$ cat src/rtl/acc_sched_pkg.sv
// Shared types and helpers for the accumulator scheduler: FSM state encoding
// and the requester-index width helper.
package acc_sched_pkg;

    localparam logic [1:0] S_IDLE  = 2'd0;
    localparam logic [1:0] S_CLEAR = 2'd1;
    localparam logic [1:0] S_RUN   = 2'd2;
    localparam logic [1:0] S_DONE  = 2'd3;

    typedef enum logic [1:0] {
        ST_IDLE  = S_IDLE,
        ST_CLEAR = S_CLEAR,
        ST_RUN   = S_RUN,
        ST_DONE  = S_DONE
    } state_t;

    // Index width for n requesters; never narrower than one bit.
    function automatic int id_w(input int n);
        return (n > 1) ? $clog2(n) : 1;
    endfunction

endpackage

$ cat src/rtl/acc_sched_if.sv
// Requester/host-facing bus of the accumulator scheduler, plus the
// accumulator control outputs and status it produces.
interface acc_sched_if
    import acc_sched_pkg::*;
#(
    parameter int NUM_REQ    = 4,
    parameter int ADD_WIDTH  = 1,
    parameter int BEAT_WIDTH = 8
);
    localparam int ID_W = id_w(NUM_REQ);

    logic [NUM_REQ-1:0]            req_valid;
    logic [NUM_REQ-1:0]            req_ready;
    logic [NUM_REQ*ADD_WIDTH-1:0]  req_value;
    logic [NUM_REQ*BEAT_WIDTH-1:0] req_beats;
    logic                          clr_req;
    logic [ADD_WIDTH-1:0]          acc_add_value;
    logic                          acc_clr;
    logic                          busy;
    logic                          done;
    logic [ID_W-1:0]               done_id;

    modport master (
        output req_valid, req_value, req_beats, clr_req,
        input  req_ready, acc_add_value, acc_clr, busy, done, done_id
    );

    modport slave (
        input  req_valid, req_value, req_beats, clr_req,
        output req_ready, acc_add_value, acc_clr, busy, done, done_id
    );
endinterface

$ cat src/rtl/acc_sched_rr_arbiter.sv
// Round-robin arbiter: combinational one-hot grant searched from the priority
// pointer, which advances past the granted index only when update is high.
module rr_arbiter
    import acc_sched_pkg::*;
#(
    parameter int NUM_REQ = 4,
    localparam int ID_W   = id_w(NUM_REQ)
) (
    input  logic               clk,
    input  logic               rst,
    input  logic [NUM_REQ-1:0] req,
    input  logic               en,
    input  logic               update,
    output logic [NUM_REQ-1:0] grant,
    output logic [ID_W-1:0]    grant_idx
);
    logic [ID_W-1:0] ptr_reg;
    logic            found;

    always_comb begin
        grant     = '0;
        grant_idx = '0;
        found     = 1'b0;
        if (en) begin
            for (int k = 0; k < NUM_REQ; k++) begin
                if (!found && req[(int'(ptr_reg) + k) % NUM_REQ]) begin
                    found     = 1'b1;
                    grant_idx = ID_W'((int'(ptr_reg) + k) % NUM_REQ);
                end
            end
        end
        if (found) begin
            grant[grant_idx] = 1'b1;
        end
    end

    always_ff @(posedge clk) begin
        if (rst) begin
            ptr_reg <= '0;
        end else if (update) begin
            ptr_reg <= (grant_idx == ID_W'(NUM_REQ - 1)) ? '0 : grant_idx + 1'b1;
        end
    end
endmodule

$ cat src/rtl/acc_sched.sv
// Shares one accumulator between NUM_REQ requesters: round-robin accept, then
// add the latched operand for the requested number of beats, then pulse done.
module acc_sched
    import acc_sched_pkg::*;
#(
    parameter int NUM_REQ    = 4,
    parameter int ADD_WIDTH  = 1,
    parameter int BEAT_WIDTH = 8,
    localparam int ID_W      = id_w(NUM_REQ)
) (
    input logic        clk,
    input logic        rst,
    acc_sched_if.slave bus
);
    state_t                state_reg;
    logic [ADD_WIDTH-1:0]  value_reg;
    logic [BEAT_WIDTH-1:0] cnt_reg;
    logic [ID_W-1:0]       id_reg;
    logic [ADD_WIDTH-1:0]  add_value_reg;
    logic                  acc_clr_reg;
    logic                  busy_reg;
    logic                  done_reg;
    logic [ID_W-1:0]       done_id_reg;

    logic [ADD_WIDTH-1:0]  value_arr [NUM_REQ];
    logic [BEAT_WIDTH-1:0] beats_arr [NUM_REQ];
    logic [NUM_REQ-1:0]    grant;
    logic [ID_W-1:0]       grant_idx;
    logic                  arb_en;
    logic                  accept;
    logic [ADD_WIDTH-1:0]  sel_value;
    logic [BEAT_WIDTH-1:0] sel_beats;

    genvar gi;
    generate
        for (gi = 0; gi < NUM_REQ; gi++) begin : g_unpack
            assign value_arr[gi] = bus.req_value[gi*ADD_WIDTH +: ADD_WIDTH];
            assign beats_arr[gi] = bus.req_beats[gi*BEAT_WIDTH +: BEAT_WIDTH];
        end
    endgenerate

    // A pending clear blocks the arbiter so it always wins over requesters.
    assign arb_en    = (state_reg == ST_IDLE) && !bus.clr_req;
    assign accept    = |grant;
    assign sel_value = value_arr[grant_idx];
    assign sel_beats = beats_arr[grant_idx];

    rr_arbiter #(.NUM_REQ(NUM_REQ)) u_arb (
        .clk       (clk),
        .rst       (rst),
        .req       (bus.req_valid),
        .en        (arb_en),
        .update    (accept),
        .grant     (grant),
        .grant_idx (grant_idx)
    );

    always_ff @(posedge clk) begin
        if (rst) begin
            state_reg     <= ST_IDLE;
            value_reg     <= '0;
            cnt_reg       <= '0;
            id_reg        <= '0;
            add_value_reg <= '0;
            acc_clr_reg   <= 1'b0;
            busy_reg      <= 1'b0;
            done_reg      <= 1'b0;
            done_id_reg   <= '0;
        end else begin
            add_value_reg <= '0;
            acc_clr_reg   <= 1'b0;
            done_reg      <= 1'b0;
            case (state_reg)
                ST_IDLE: begin
                    if (bus.clr_req) begin
                        state_reg   <= ST_CLEAR;
                        acc_clr_reg <= 1'b1;
                        busy_reg    <= 1'b1;
                    end else if (accept) begin
                        value_reg <= sel_value;
                        cnt_reg   <= sel_beats;
                        id_reg    <= grant_idx;
                        busy_reg  <= 1'b1;
                        if (sel_beats != '0) begin
                            state_reg     <= ST_RUN;
                            add_value_reg <= sel_value;
                        end else begin
                            state_reg   <= ST_DONE;
                            done_reg    <= 1'b1;
                            done_id_reg <= grant_idx;
                        end
                    end
                end
                ST_CLEAR: begin
                    state_reg <= ST_IDLE;
                    busy_reg  <= 1'b0;
                end
                ST_RUN: begin
                    // cnt_reg counts the remaining add cycles including this one.
                    if (cnt_reg == BEAT_WIDTH'(1)) begin
                        state_reg   <= ST_DONE;
                        done_reg    <= 1'b1;
                        done_id_reg <= id_reg;
                    end else begin
                        cnt_reg       <= cnt_reg - 1'b1;
                        add_value_reg <= value_reg;
                    end
                end
                ST_DONE: begin
                    state_reg <= ST_IDLE;
                    busy_reg  <= 1'b0;
                end
                default: begin
                    state_reg <= ST_IDLE;
                    busy_reg  <= 1'b0;
                end
            endcase
        end
    end

    assign bus.req_ready     = grant;
    assign bus.acc_add_value = add_value_reg;
    assign bus.acc_clr       = acc_clr_reg;
    assign bus.busy          = busy_reg;
    assign bus.done          = done_reg;
    assign bus.done_id       = done_id_reg;
endmodule

$ cat src/flat_wrapper.sv
// flat-port wrapper written by rule: the top's interface ports become plain ports
module acc_sched_flat import acc_sched_pkg::*;
#(
    parameter int NUM_REQ    = 4,
    parameter int ADD_WIDTH  = 1,
    parameter int BEAT_WIDTH = 8,
    localparam int ID_W      = id_w(NUM_REQ)
)
  (clk, rst, bus_req_valid, bus_req_value, bus_req_beats, bus_clr_req, bus_req_ready, bus_acc_add_value, bus_acc_clr, bus_busy, bus_done, bus_done_id);
  acc_sched_if #(.NUM_REQ(NUM_REQ), .ADD_WIDTH(ADD_WIDTH), .BEAT_WIDTH(BEAT_WIDTH)) bus_i ();
  input logic clk;
  input logic rst;
  input wire logic [$bits(bus_i.req_valid)-1:0] bus_req_valid;
  input wire logic [$bits(bus_i.req_value)-1:0] bus_req_value;
  input wire logic [$bits(bus_i.req_beats)-1:0] bus_req_beats;
  input wire logic [$bits(bus_i.clr_req)-1:0] bus_clr_req;
  output wire logic [$bits(bus_i.req_ready)-1:0] bus_req_ready;
  output wire logic [$bits(bus_i.acc_add_value)-1:0] bus_acc_add_value;
  output wire logic [$bits(bus_i.acc_clr)-1:0] bus_acc_clr;
  output wire logic [$bits(bus_i.busy)-1:0] bus_busy;
  output wire logic [$bits(bus_i.done)-1:0] bus_done;
  output wire logic [$bits(bus_i.done_id)-1:0] bus_done_id;
  assign bus_i.req_valid = bus_req_valid;
  assign bus_i.req_value = bus_req_value;
  assign bus_i.req_beats = bus_req_beats;
  assign bus_i.clr_req = bus_clr_req;
  assign bus_req_ready = bus_i.req_ready;
  assign bus_acc_add_value = bus_i.acc_add_value;
  assign bus_acc_clr = bus_i.acc_clr;
  assign bus_busy = bus_i.busy;
  assign bus_done = bus_i.done;
  assign bus_done_id = bus_i.done_id;
  acc_sched #(.NUM_REQ(NUM_REQ), .ADD_WIDTH(ADD_WIDTH), .BEAT_WIDTH(BEAT_WIDTH)) u_core (.clk(clk), .rst(rst), .bus(bus_i));
endmodule
$ cat config.mk
export PLATFORM = sky130hd
export DESIGN_NAME = acc_sched_flat
export DESIGN_NICKNAME = d
export VERILOG_FILES = /design/src/rtl/acc_sched_pkg.sv /design/src/rtl/acc_sched_if.sv /design/src/rtl/acc_sched_rr_arbiter.sv /design/src/rtl/acc_sched.sv /design/src/flat_wrapper.sv
export SDC_FILE = /design/constraint.sdc
export NUM_CORES = 1
export LEC_CHECK = 0
export ABC_CLOCK_PERIOD_IN_PS = 4300
export CAP_MARGIN = 40
export CORE_MARGIN = 2
export CORE_UTILIZATION = 45
export CTS_BUF_LIST = sky130_fd_sc_hd__clkbuf_16
export DETAILED_ROUTE_END_ITERATION = 8
export GPL_ROUTABILITY_DRIVEN = 0
export PLACE_DENSITY_LB_ADDON = 0.2
export SLEW_MARGIN = 5
export SYNTH_ARGS = -nofsm -noshare
export SYNTH_HDL_FRONTEND = slang
export SYNTH_HIERARCHICAL = 1
export SYNTH_SLANG_ARGS = --single-unit
export TNS_END_PERCENT = 30
$ cat constraint.sdc
create_clock -name clk -period 4.3 [get_ports clk]
set_clock_uncertainty 0.1 [all_clocks]
set_input_delay 0.43 -clock clk [delete_from_list [all_inputs] [get_ports clk]]
set_output_delay 0.43 -clock clk [all_outputs]
set_load 0.1 [all_outputs]
; ---- Yosys cells after proc, flatten, opt, wreduce, memory -nomap -nowiden
; Cells that the tools add are included.
[word_totals]
latchBits = 0
output_inout_bits = 10
register_bits = 21
ram_bits = 0
in_bits = 43
n_memories = 0
romBits = 0
word_cells = 125
[op_classes]
n_mul = 0
magnitude_cmp = 7
n_mux = 62
shifts = 0
n_eq_ne = 11
bitwise = 6
add_sub_neg = 5
reduce_logical = 24
n_div = 0
[ops]
columns = operator, n
row1 = two-way mux 8 bit, 5
row2 = two-way mux 1 bit, 30
row3 = two-way mux 2 bit, 13
row4 = binary-select mux 8 bit (select 2 bit), 1
row5 = case mux 8 bit (2 select lines), 1
row6 = < comparator 3 x 4 -> 1 bit (second input constant), 3
row7 = binary-select mux 1 bit (select 2 bit), 5
row8 = OR reduction 2 bit, 5
row9 = equality test 8 x 1 -> 1 bit (second input constant), 1
row10 = nonzero test 8 bit, 1
row11 = subtractor 8 x 1 -> 8 bit (second input constant), 1
row12 = equality test 2 bit (second input constant), 3
row13 = < comparator 2 x 3 -> 1 bit (second input constant), 2
row14 = != test 2 bit (second input constant), 3
row15 = case mux 1 bit (2 select lines), 3
row16 = case mux 2 bit (3 select lines), 1
row17 = logical AND 1 bit, 5
row18 = AND reduction 5 bit, 1
row19 = adder 2 x 1 -> 2 bit (second input constant), 2
row20 = adder 2 bit (second input constant), 2
row21 = zero test 1 bit, 4
row22 = two-way mux 4 bit, 1
row23 = != test 2 x 1 -> 1 bit (second input constant), 2
row24 = case mux 2 bit (2 select lines), 1
row25 = 14 further kinds, 19

; ---- Logic depth before layout (Yosys ltp)
; Gate-level depths: netlist of the first run.
[depth]
word_depth = 26
depth_mapped = 14
ltp_nobuf = 11

; ---- Hierarchy
; The synthesis of the first run kept the hierarchy.
[modules_own_cells]
columns = module, n_inst, area_each_um2, seq_area_each_um2, cells_per_inst
row1 = acc_sched, 1, 1241.2, 380.4, 136
row2 = rr_arbiter, 1, 311.5, 40.0, 39

; ---- Least setup slack after synthesis of the first run
; OpenSTA, ideal clock, no wires.
[synth_path]
kind = register to register
start = reg u_core.state_reg[0]
end = reg u_core.cnt_reg[6]
synth_period_minus_slack_ps = 3682
stages_incl_launch_ff = 14
setup_ps = 128
arrival_ps = 3455
slack_ps = 618
path_buffers = 4
required_ps = 4072
path_cell_list = dfxtp_1 clkbuf_1 nor3_1 o211ai_1 ha_1 and2_1 or4_1 buf_2 and2_1 clkbuf_1 or2_1 clkbuf_1 a22oi_1 nor2_1
[synth_via]
elab_chain_cells = 11
word_cells_on_any_way = 24
classes_between = order compare (2) / eq/ne (4) / mux (11) / bitwise (1) / reduce/logical (6)
[synth_lines]
columns = element, line_no
row1 = start: declaration, acc_sched.sv:15  ; state_t state_reg;
row2 = start signal: assignment, acc_sched.sv:60  ; state_reg <= ST_IDLE;
row3 = start signal: assignment, acc_sched.sv:76  ; state_reg <= ST_CLEAR;
row4 = start signal: assignment, acc_sched.sv:85  ; state_reg <= ST_RUN;
row5 = zero test 2 bit (*), acc_sched.sv:43  ; assign arb_en = (state_reg == ST_IDLE) && !bus.clr_req;
row6 = logical AND 1 bit (*), acc_sched.sv:43
row7 = named net u_core.arb_en, acc_sched.sv:29  ; logic arb_en;
row8 = two-way mux 2 bit, acc_sched_rr_arbiter.sv:24  ; if (en) begin
row9 = < comparator 2 x 3 -> 1 bit (not written as such) / greater-or-equal comparator 2 x 1 -> 1 bit (equally long branches), acc_sched_rr_arbiter.sv:33  ; grant[grant_idx] = 1'b1;
row10 = logical AND 1 bit (not written as such), acc_sched_rr_arbiter.sv:33
row11 = two-way mux 1 bit (not written as such), acc_sched_rr_arbiter.sv:33
row12 = demux 1 bit (select 2 bit), acc_sched_rr_arbiter.sv:33
row13 = two-way mux 4 bit (*), acc_sched_rr_arbiter.sv:32  ; if (found) begin
row14 = named net bus_req_ready[1], flat_wrapper.sv:17  ; output wire logic [$bits(bus_i.req_ready)-1:0] bus_req_ready;
row15 = OR reduction 4 bit (*), acc_sched.sv:44  ; assign accept = |grant;
row16 = named net u_core.accept, acc_sched.sv:30  ; logic accept;
row17 = != test 2 x 1 -> 1 bit (no line) (*), n/a
row18 = AND reduction 4 bit (no line) (*), n/a
row19 = end signal: assignment, acc_sched.sv:81  ; cnt_reg <= sel_beats;
row20 = end signal: assignment, acc_sched.sv:105  ; cnt_reg <= cnt_reg - 1'b1;
row21 = end: declaration, acc_sched.sv:17  ; logic [BEAT_WIDTH-1:0] cnt_reg;
; The timed path passes the listed nets; every way through them passes the cells marked *. The select of a mux whose other input is x is not followed.
; A chain may end at the register's enable or synchronous reset.

; ---- Worst setup path after layout of the first run
[layout_path]
start = in bus_req_valid[0]
end = reg u_core.cnt_reg[4]
[layout_via]
elab_chain_cells = 24
word_cells_on_any_way = 46
classes_between = order compare (2) / eq/ne (1) / mux (33) / bitwise (1) / reduce/logical (9)
[layout_lines]
columns = element, line_no
row1 = start: declaration, flat_wrapper.sv:13  ; input wire logic [$bits(bus_i.req_valid)-1:0] bus_req_valid;
row2 = binary-select mux 1 bit (select 2 bit), acc_sched_rr_arbiter.sv:26  ; if (!found && req[(int'(ptr_reg) + k) % NUM_REQ]) begin
row3 = two-way mux 1 bit (not written as such), acc_sched_rr_arbiter.sv:26
row4 = two-way mux 1 bit, acc_sched_rr_arbiter.sv:26
row5 = two-way mux 1 bit, acc_sched_rr_arbiter.sv:24
row6 = zero test 1 bit, acc_sched_rr_arbiter.sv:26
row7 = logical AND 1 bit, acc_sched_rr_arbiter.sv:26
row8 = two-way mux 1 bit, acc_sched_rr_arbiter.sv:26
row9 = two-way mux 1 bit, acc_sched_rr_arbiter.sv:24
row10 = [8 not listed], n/a
row11 = named net u_core.grant_idx[1], acc_sched.sv:28  ; logic [ID_W-1:0] grant_idx;
row12 = < comparator 2 x 3 -> 1 bit (not written as such) / greater-or-equal comparator 2 x 1 -> 1 bit (equally long branches), acc_sched_rr_arbiter.sv:33
row13 = logical AND 1 bit (not written as such), acc_sched_rr_arbiter.sv:33
row14 = two-way mux 1 bit (not written as such), acc_sched_rr_arbiter.sv:33
row15 = demux 1 bit (select 2 bit), acc_sched_rr_arbiter.sv:33
row16 = two-way mux 4 bit, acc_sched_rr_arbiter.sv:32
row17 = OR reduction 4 bit, acc_sched.sv:44
row18 = != test 2 x 1 -> 1 bit (no line), n/a
row19 = AND reduction 4 bit (no line), n/a
; Marked as above.

==> impl_results.md, run 1 <==
* Syn_nets at approximately 220
* Hold Path Class: reg2reg
* Io pins at 53
* Worst Path Arrival at ~3.8 ns
* Die height at about 63 microns
* Post-Synthesis Cells at 175
* Max Slew Vio Count at 0
* Max Freq at 0.264 GHz
* Port Buffer Count at 52
* Outcome: completed
* WS Path Type: in2reg
* Multiplexer share of the synthesized area at between 10% and 20%
* Seq/Total Area, Yosys at 27.1%
* DR vias at about 1600
* Hold Vio Cnt, Final at 0
* Chip Width at ~63 microns
* Area occupied by multi-input gates at approximately 0.0011 sq mm
* Compound-cell area share of the yosys netlist at a little over a fifth
* Starting Density at between 40% and 50%
* Crit start category: primary input
* Critical Path Fanout Max at 13
* Inst Count DP at about 270
* Drt first pass iters at 4
* Residual DRC count at 0
* Max Cap Violations at 0
* Setup Viol. Count Final at 0
* Required @ worst endpoint at between 4 and 5 ns
* Flops & latches, synth at 21
* FF+latch area at roughly 420 sq um
* Sum of negative setup slack at 0 ns
* Fillers at ~290
* Post-DP HPWL at 3.29 mm
* Synthesized area per cell at 8.87 sq um
* GR Util All Layers at 22.5%
* Crit. End Element: flip-flop
* Rows at 21
* Mapped cell area at around 0.0016 sq mm
* Mean number of vias per cell at approximately 5.7
* CTS Hold Buffers Added at 0
* Global-route wire length before repair at about 7 mm
* Final cell count without fillers at between 200 and 300
* Die Footprint at around 0.004 sq mm
* Final wirelength at around 4.2 mm
* Final min period at 3.79 ns
* ANT cells at 0
* Clock Tree Root: clkbuf_16
* Total gr overflow at 0
* Largest net degree at the start of global routing at 24
* Area Growth Syn to Fin at 45.5%
* Final worst path period share at about nine tenths
* Setup bufs post-CTS at 0
* XOR/XNOR Fraction of Synth Area at 0%
* Layout cells sized above 1 at ~15%
* Clk_lat worst skew at roughly 0.26 ns
* Nets at 279
* Unique masters post-synth at 48
* Area post-placement at ~0.0022 sq mm
* Final Cell Area at approximately 0.0023 sq mm
* CTS sink count at 21
* Adder-Cell Fraction of Synth Area at between 4 and 5%
* Initial antenna violation count at 0
* Pwr dens at 318 mW/mm^2
* Total power at a little over 700 uW
* Synth Warn # at 6
* # resized after CTS at 0
* Cell leakage power at approximately 0.85 nW
* Htree depth at 1
* Peak supply drop at approximately 0.17 mV
* Worst-path clk slew at 0.06 ns
* Largest family of logic cells by synthesized area: simple AND/OR/NAND/NOR gates
* CTS tree: done
* Min Hold Slack at roughly 0.38 ns
* Slew margin rel. at roughly two fifths
* RSZ-0062 raised after global routing: false
* Max clock buf depth at 2
* DR iter-0 viols at about 130
* TritonCTS Buffers at 3
* Core ar. at 0.00334 sq mm
* WL/cell at 15.4 microns
* Vias in the first global route at 1555
* Simple-gate portion of the synthesized area at 24.9%
* Post-route ant nets at 0
* Worst Max-Slew Pin Slew at 0.916 ns
* Max reg flops at 8
* Reg2reg setup slack at around 0.86 ns
==> synth_stat cells, drive strengths merged <==
cell | n | area share, %
a2111oi | 1 | 1.8
a211oi | 3 | 1.5
a21oi | 11 | 3.5
a221oi | 1 | 0.97
a22o | 1 | 0.56
a22oi | 1 | 0.48
a2bb2oi | 2 | 1.1
a31oi | 1 | 0.40
a32oi | 1 | 1.0
and2 | 5 | 2.0
and3 | 2 | 0.89
buf | 2 | 1.0
clkbuf | 8 | 1.9
dfxtp | 21 | 27
ha | 6 | 4.8
inv | 5 | 1.2
mux2 | 2 | 1.9
mux2i | 3 | 1.9
mux4 | 9 | 14
nand2 | 16 | 4.0
nand2b | 7 | 2.8
nand3 | 3 | 0.97
nand3b | 1 | 0.48
nor2 | 22 | 5.8
nor2b | 3 | 1.2
nor3 | 6 | 1.9
nor3b | 1 | 0.48
nor4 | 1 | 0.40
nor4b | 2 | 1.1
o211a | 1 | 0.64
o211ai | 1 | 0.48
o21a | 3 | 1.5
o21ai | 13 | 4.4
o221ai | 1 | 0.97
o22ai | 1 | 0.40
o41a | 1 | 0.73
o41ai | 2 | 1.1
or2 | 1 | 0.40
or3 | 1 | 0.40
or4 | 3 | 1.9
==> layout make-up <==
cell class | count | area share, %
multi-input combinational | 139 | 47.2
timing repair buffer | 60 | 27.2
sequential | 21 | 18.6
clock buffer | 3 | 3.32
tap | 46 | 2.55
inverter | 5 | 0.831
clock inverter | 1 | 0.221
==> critical path, stage by stage <==
cell and delay, ns:
clkdlybuf4s50_1 0.56, nand2b_1 0.16, a21oi_1 0.07, o21a_1 0.19, o211a_1 0.41, ha_1 0.28, and2_1 0.14, or4_1 0.50
and2_1 0.28, nor2_1 0.49, a2bb2oi_1 0.23, nor2_1 0.05
==> logic make-up (layout without fill, tap and decap cells) <==
kind of cell / after synthesis / in the layout
mux: 14 / 14
buf+inv: 15 / 69
fa+ha+maj: 6 / 6
flops: 21 / 21
compound gates: 45 / 45
simple gates: 74 / 74
==> power by group <==
group          leakage (nW)  internal [mW]  switching (mW)
Clock                0.0409          0.125          0.0758
Combinational         0.636          0.128           0.157
Sequential            0.171          0.213          0.0207
==> cells in the final DEF, fill, tap and decap left out, types with 3 or more instances in the layout <==
master | netlist | layout
a211oi_1 | 3 | 3
a21oi_1 | 11 | 11
and2_1 | 5 | 5
buf_4 | 0 | 6
buf_8 | 0 | 6
clkbuf_16 | 0 | 3
clkdlybuf4s50_1 | 0 | 48
dfxtp_1 | 21 | 21
ha_1 | 6 | 6
inv_1 | 5 | 5
mux2i_1 | 3 | 3
mux4_2 | 7 | 7
nand2_1 | 15 | 15
nand2b_1 | 7 | 7
nand3_1 | 3 | 3
nor2_1 | 21 | 21
nor2b_1 | 3 | 3
nor3_1 | 6 | 6
o21a_1 | 3 | 3
o21ai_0 | 4 | 4
o21ai_1 | 8 | 8
==> worst paths after layout <==
check / cells past startpoint / start / to
worst max-delay path: 12 / bus_req_valid[0] / u_core/cnt_reg[4]$_SDFFE_PP0P_
worst min-delay path: 2 / u_core/value_reg$_SDFFE_PP0P_ / u_core/value_reg$_SDFFE_PP0P_
worst max register to register: 11 / u_core/u_arb/ptr_reg[1]$_SDFFE_PP0P_ / u_core/cnt_reg[4]$_SDFFE_PP0P_
worst min register to register: 2 / u_core/value_reg$_SDFFE_PP0P_ / u_core/value_reg$_SDFFE_PP0P_
==> per-layer routing <==
layer	track usage [%]	wire length (microns)	share of wire [%]	up-vias
li1	-	-	-	759
met1	28.3	1830	43	720
met2	37.5	2030	48	77
met3	3.96	287	6.8	7
met4	10.6	85	2.0	0
met5	0	0	0	-
==> through the flow <==
stage | util (%) | setup slack (ns)
global route | 67.7 | 0.286
global placement | 62.6 | 0.468
floorplan | - | 0.618
detailed placement | 65.3 | 0.301
finish | 67.7 | 0.508
CTS | 67.7 | 0.551
No activity file was read; power rests on OpenSTA's default activity.
==> inputs of run 2 (changes only) <==
--- a/config.mk
+++ b/config.mk
@@ -13,6 +13,7 @@
 export DETAILED_ROUTE_END_ITERATION = 8
 export GPL_ROUTABILITY_DRIVEN = 0
 export PLACE_DENSITY_LB_ADDON = 0.2
+export REMOVE_ABC_BUFFERS = 1
 export SLEW_MARGIN = 5
 export SYNTH_ARGS = -nofsm -noshare
 export SYNTH_HDL_FRONTEND = slang
==> impl_results.md, run 2 (same netlist as run 1, synthesis figures left out) <==
* Global routing met3 resource utilization at 4.50% (+0.54 points)
* FF+latch area at 420 sq um (unchanged)
* Post-route ant nets at 0 (unchanged)
* Area occupied by multi-input gates at 0.00107 sq mm (unchanged)
* Outcome: completed
* Io pins at 53 (unchanged)
* CTS Hold Buffers Added at 0 (unchanged)
* CTS tree: done
* Min Hold Slack at 0.416 ns (+0.0310 ns)
* Total gr overflow at 0 (unchanged)
* Max clock buf depth at 2 (unchanged)
* Dpl ws at 0.499 ns (+0.198 ns)
* Slowest-stage cell, CP: mux4_1
* Max reg flops at 8 (unchanged)
* Area post-placement at 0.00222 sq mm (+1.8%)
* Nets at 282 (+1.1%)
* Crit start category: primary input
* Pwr dens at 319 mW/mm^2 (+0.14%)
* Critical Path Fanout Max at 13 (unchanged)
* Final Cell Area at 0.00230 sq mm (+1.7%)
* Port Buffer Count at 52 (unchanged)
* GR Util met2 at 39.1% (+1.6 points)
* Clock Tree Root: clkbuf_16
* Mean number of vias per cell at 5.95 (+4.7%)
* Final WS setup at 0.755 ns (+0.247 ns)
* Final min period at 3.55 ns (-0.247 ns)
* Final wirelength at 4.43 mm (+4.7%)
* Max Freq at 0.282 GHz (+7.0%)
* # resized after CTS at 0 (unchanged)
* Core ar. at 0.00334 sq mm (unchanged)
* Rows at 21 (unchanged)
* Most frequent cells in the layout: clkdlybuf4s50_1, nor2_1, dfxtp_1
* Inst Count DP at 274 (+1.1%)
* TritonCTS Buffers at 3 (unchanged)
* Worst stage delay on the critical path at 0.64 ns (+0.08 ns)
* Grt met1 use at 27.9% (-0.45 points)
* Slew margin rel. at 48.7% (+10 points)
* Buf/Inv on CP at 2 (+1)
* Worst path cell trace: clkdlybuf4s50_1 -> inv_1 -> o22ai_1 -> o21ai_2 -> and3_2 -> mux4_1 -> or4_4 -> nor2_4 -> a32oi_2 -> mux2_4
* Gr busiest metal: met2
* Largest net degree at the start of global routing at 23 (-4.2%)
* Post-DP HPWL at 3.37 mm (+2.5%)
* Fillers at 263 (-7.7%)
* Required @ worst endpoint at 4.34 ns (+0.03 ns)
* Crit. End Element: flip-flop
* Hold Path Class: reg2reg
* Drt first pass iters at 4 (unchanged)
* Peak supply drop at 0.182 mV (+8.4%)
* WL/cell at 15.9 microns (+3.5%)
* Total power at 733 uW (+1.9%)
* Global-route wire length before repair at 7.33 mm (+2.3%)
* Worst-path clk slew at 0.06 ns (about the same)
* DR iter-0 viols at 116 (-7.2%)
* Residual DRC count at 0 (unchanged)
* Chip Width at 62.7 microns (unchanged)
* Starting Density at 46.5% (unchanged)
* Area Growth Syn to Fin at 48.0%
* Util after Layout at 68.9% (+1.2 points)
* Initial antenna violation count at 0 (unchanged)
* Die Footprint at 0.00394 sq mm (unchanged)
* Top delay family on crit path: simple AND/OR/NAND/NOR gates
* Layout cells sized above 1 at 16.4% (+1.1 points)
* Worst Max-Slew Pin Slew at 0.769 ns (-0.147 ns)
* Hold Vio Cnt, Final at 0 (unchanged)
* ANT cells at 0 (unchanged)
* Final cell count without fillers at 278 (+1.1%)
* GR Util All Layers at 22.9% (+0.38 points)
* Htree depth at 1 (unchanged)
* Die height at 62.7 microns (unchanged)
* Cell leakage power at 0.868 nW (+2.4%)
* Max Cap Violations at 0 (unchanged)
* WS Path Type: in2reg
* CTS sink count at 21 (unchanged)
* Max Slew Vio Count at 0 (unchanged)
* Setup Viol. Count Final at 0 (unchanged)
* Vias in the first global route at 1635 (+5.1%)
* RSZ-0062 raised after global routing: false
* DR vias at 1655 (+5.9%)
* Sum of negative setup slack at 0 ns (unchanged)
* Final worst path period share at 82.5% (-5.7 points)
* Most common cell after layout, fill and taps aside: clkdlybuf4s50_1
* Clk_lat worst skew at 0.25 ns (about the same)
* Worst Path Arrival at 3.59 ns (-0.21 ns)
* Setup bufs post-CTS at 0 (unchanged)
## run 2: cell count changes in the layout (fill, tap and decap cells not counted), sizes merged
cell | before | now
buf | 12 | 15
## run 2: where the power goes
part | total, mW | switching, mW | leakage [nW] | internal (mW)
Clock | 0.198 | 0.0734 | 0.0409 | 0.125
Combinational | 0.300 | 0.164 | 0.656 | 0.136
Sequential | 0.234 | 0.0216 | 0.171 | 0.213
Total | 0.733 | 0.259 | 0.868 | 0.474
## run 2: final cells by class
type,count,share of cell area (%)
Clock inverter,1,0.218
Multi-Input combinational cell,139,46.4
Sequential cell,21,18.3
Tap cell,46,2.50
Inverter,5,0.817
Clock buffer,3,3.27
Timing Repair Buffer,63,28.5
## run 2: metal layers
metal	vias up	part of all wire, %
met5	-	0
met4	0	2.5
met3	15	8.2
met2	103	48
met1	774	41
li1	763	-
## run 2: worst paths after layout
kind | slack (ns) | to | cells past startpoint | from
worst max register to register | 0.98 | u_core/bus.done_id[1]$_SDFFE_PP0P_ | 8 | u_core/state_reg[0]$_SDFFE_PP0P_
worst min register to register | 0.42 | u_core/id_reg[1]$_SDFFE_PP0P_ | 2 | u_core/id_reg[1]$_SDFFE_PP0P_
worst min-delay path | 0.42 | u_core/id_reg[1]$_SDFFE_PP0P_ | 2 | u_core/id_reg[1]$_SDFFE_PP0P_
worst max-delay path | 0.75 | u_core/bus.done_id[1]$_SDFFE_PP0P_ | 10 | bus_req_valid[0]
## run 2: tightest hold or removal path, delay by kind of cell, from the launching register on
| kind | cells | cell delay (ns) |
|---|---|---|
| flops | 1 | 0.33 |
| simple gates | 1 | 0.08 |
| mux | 1 | 0.07 |
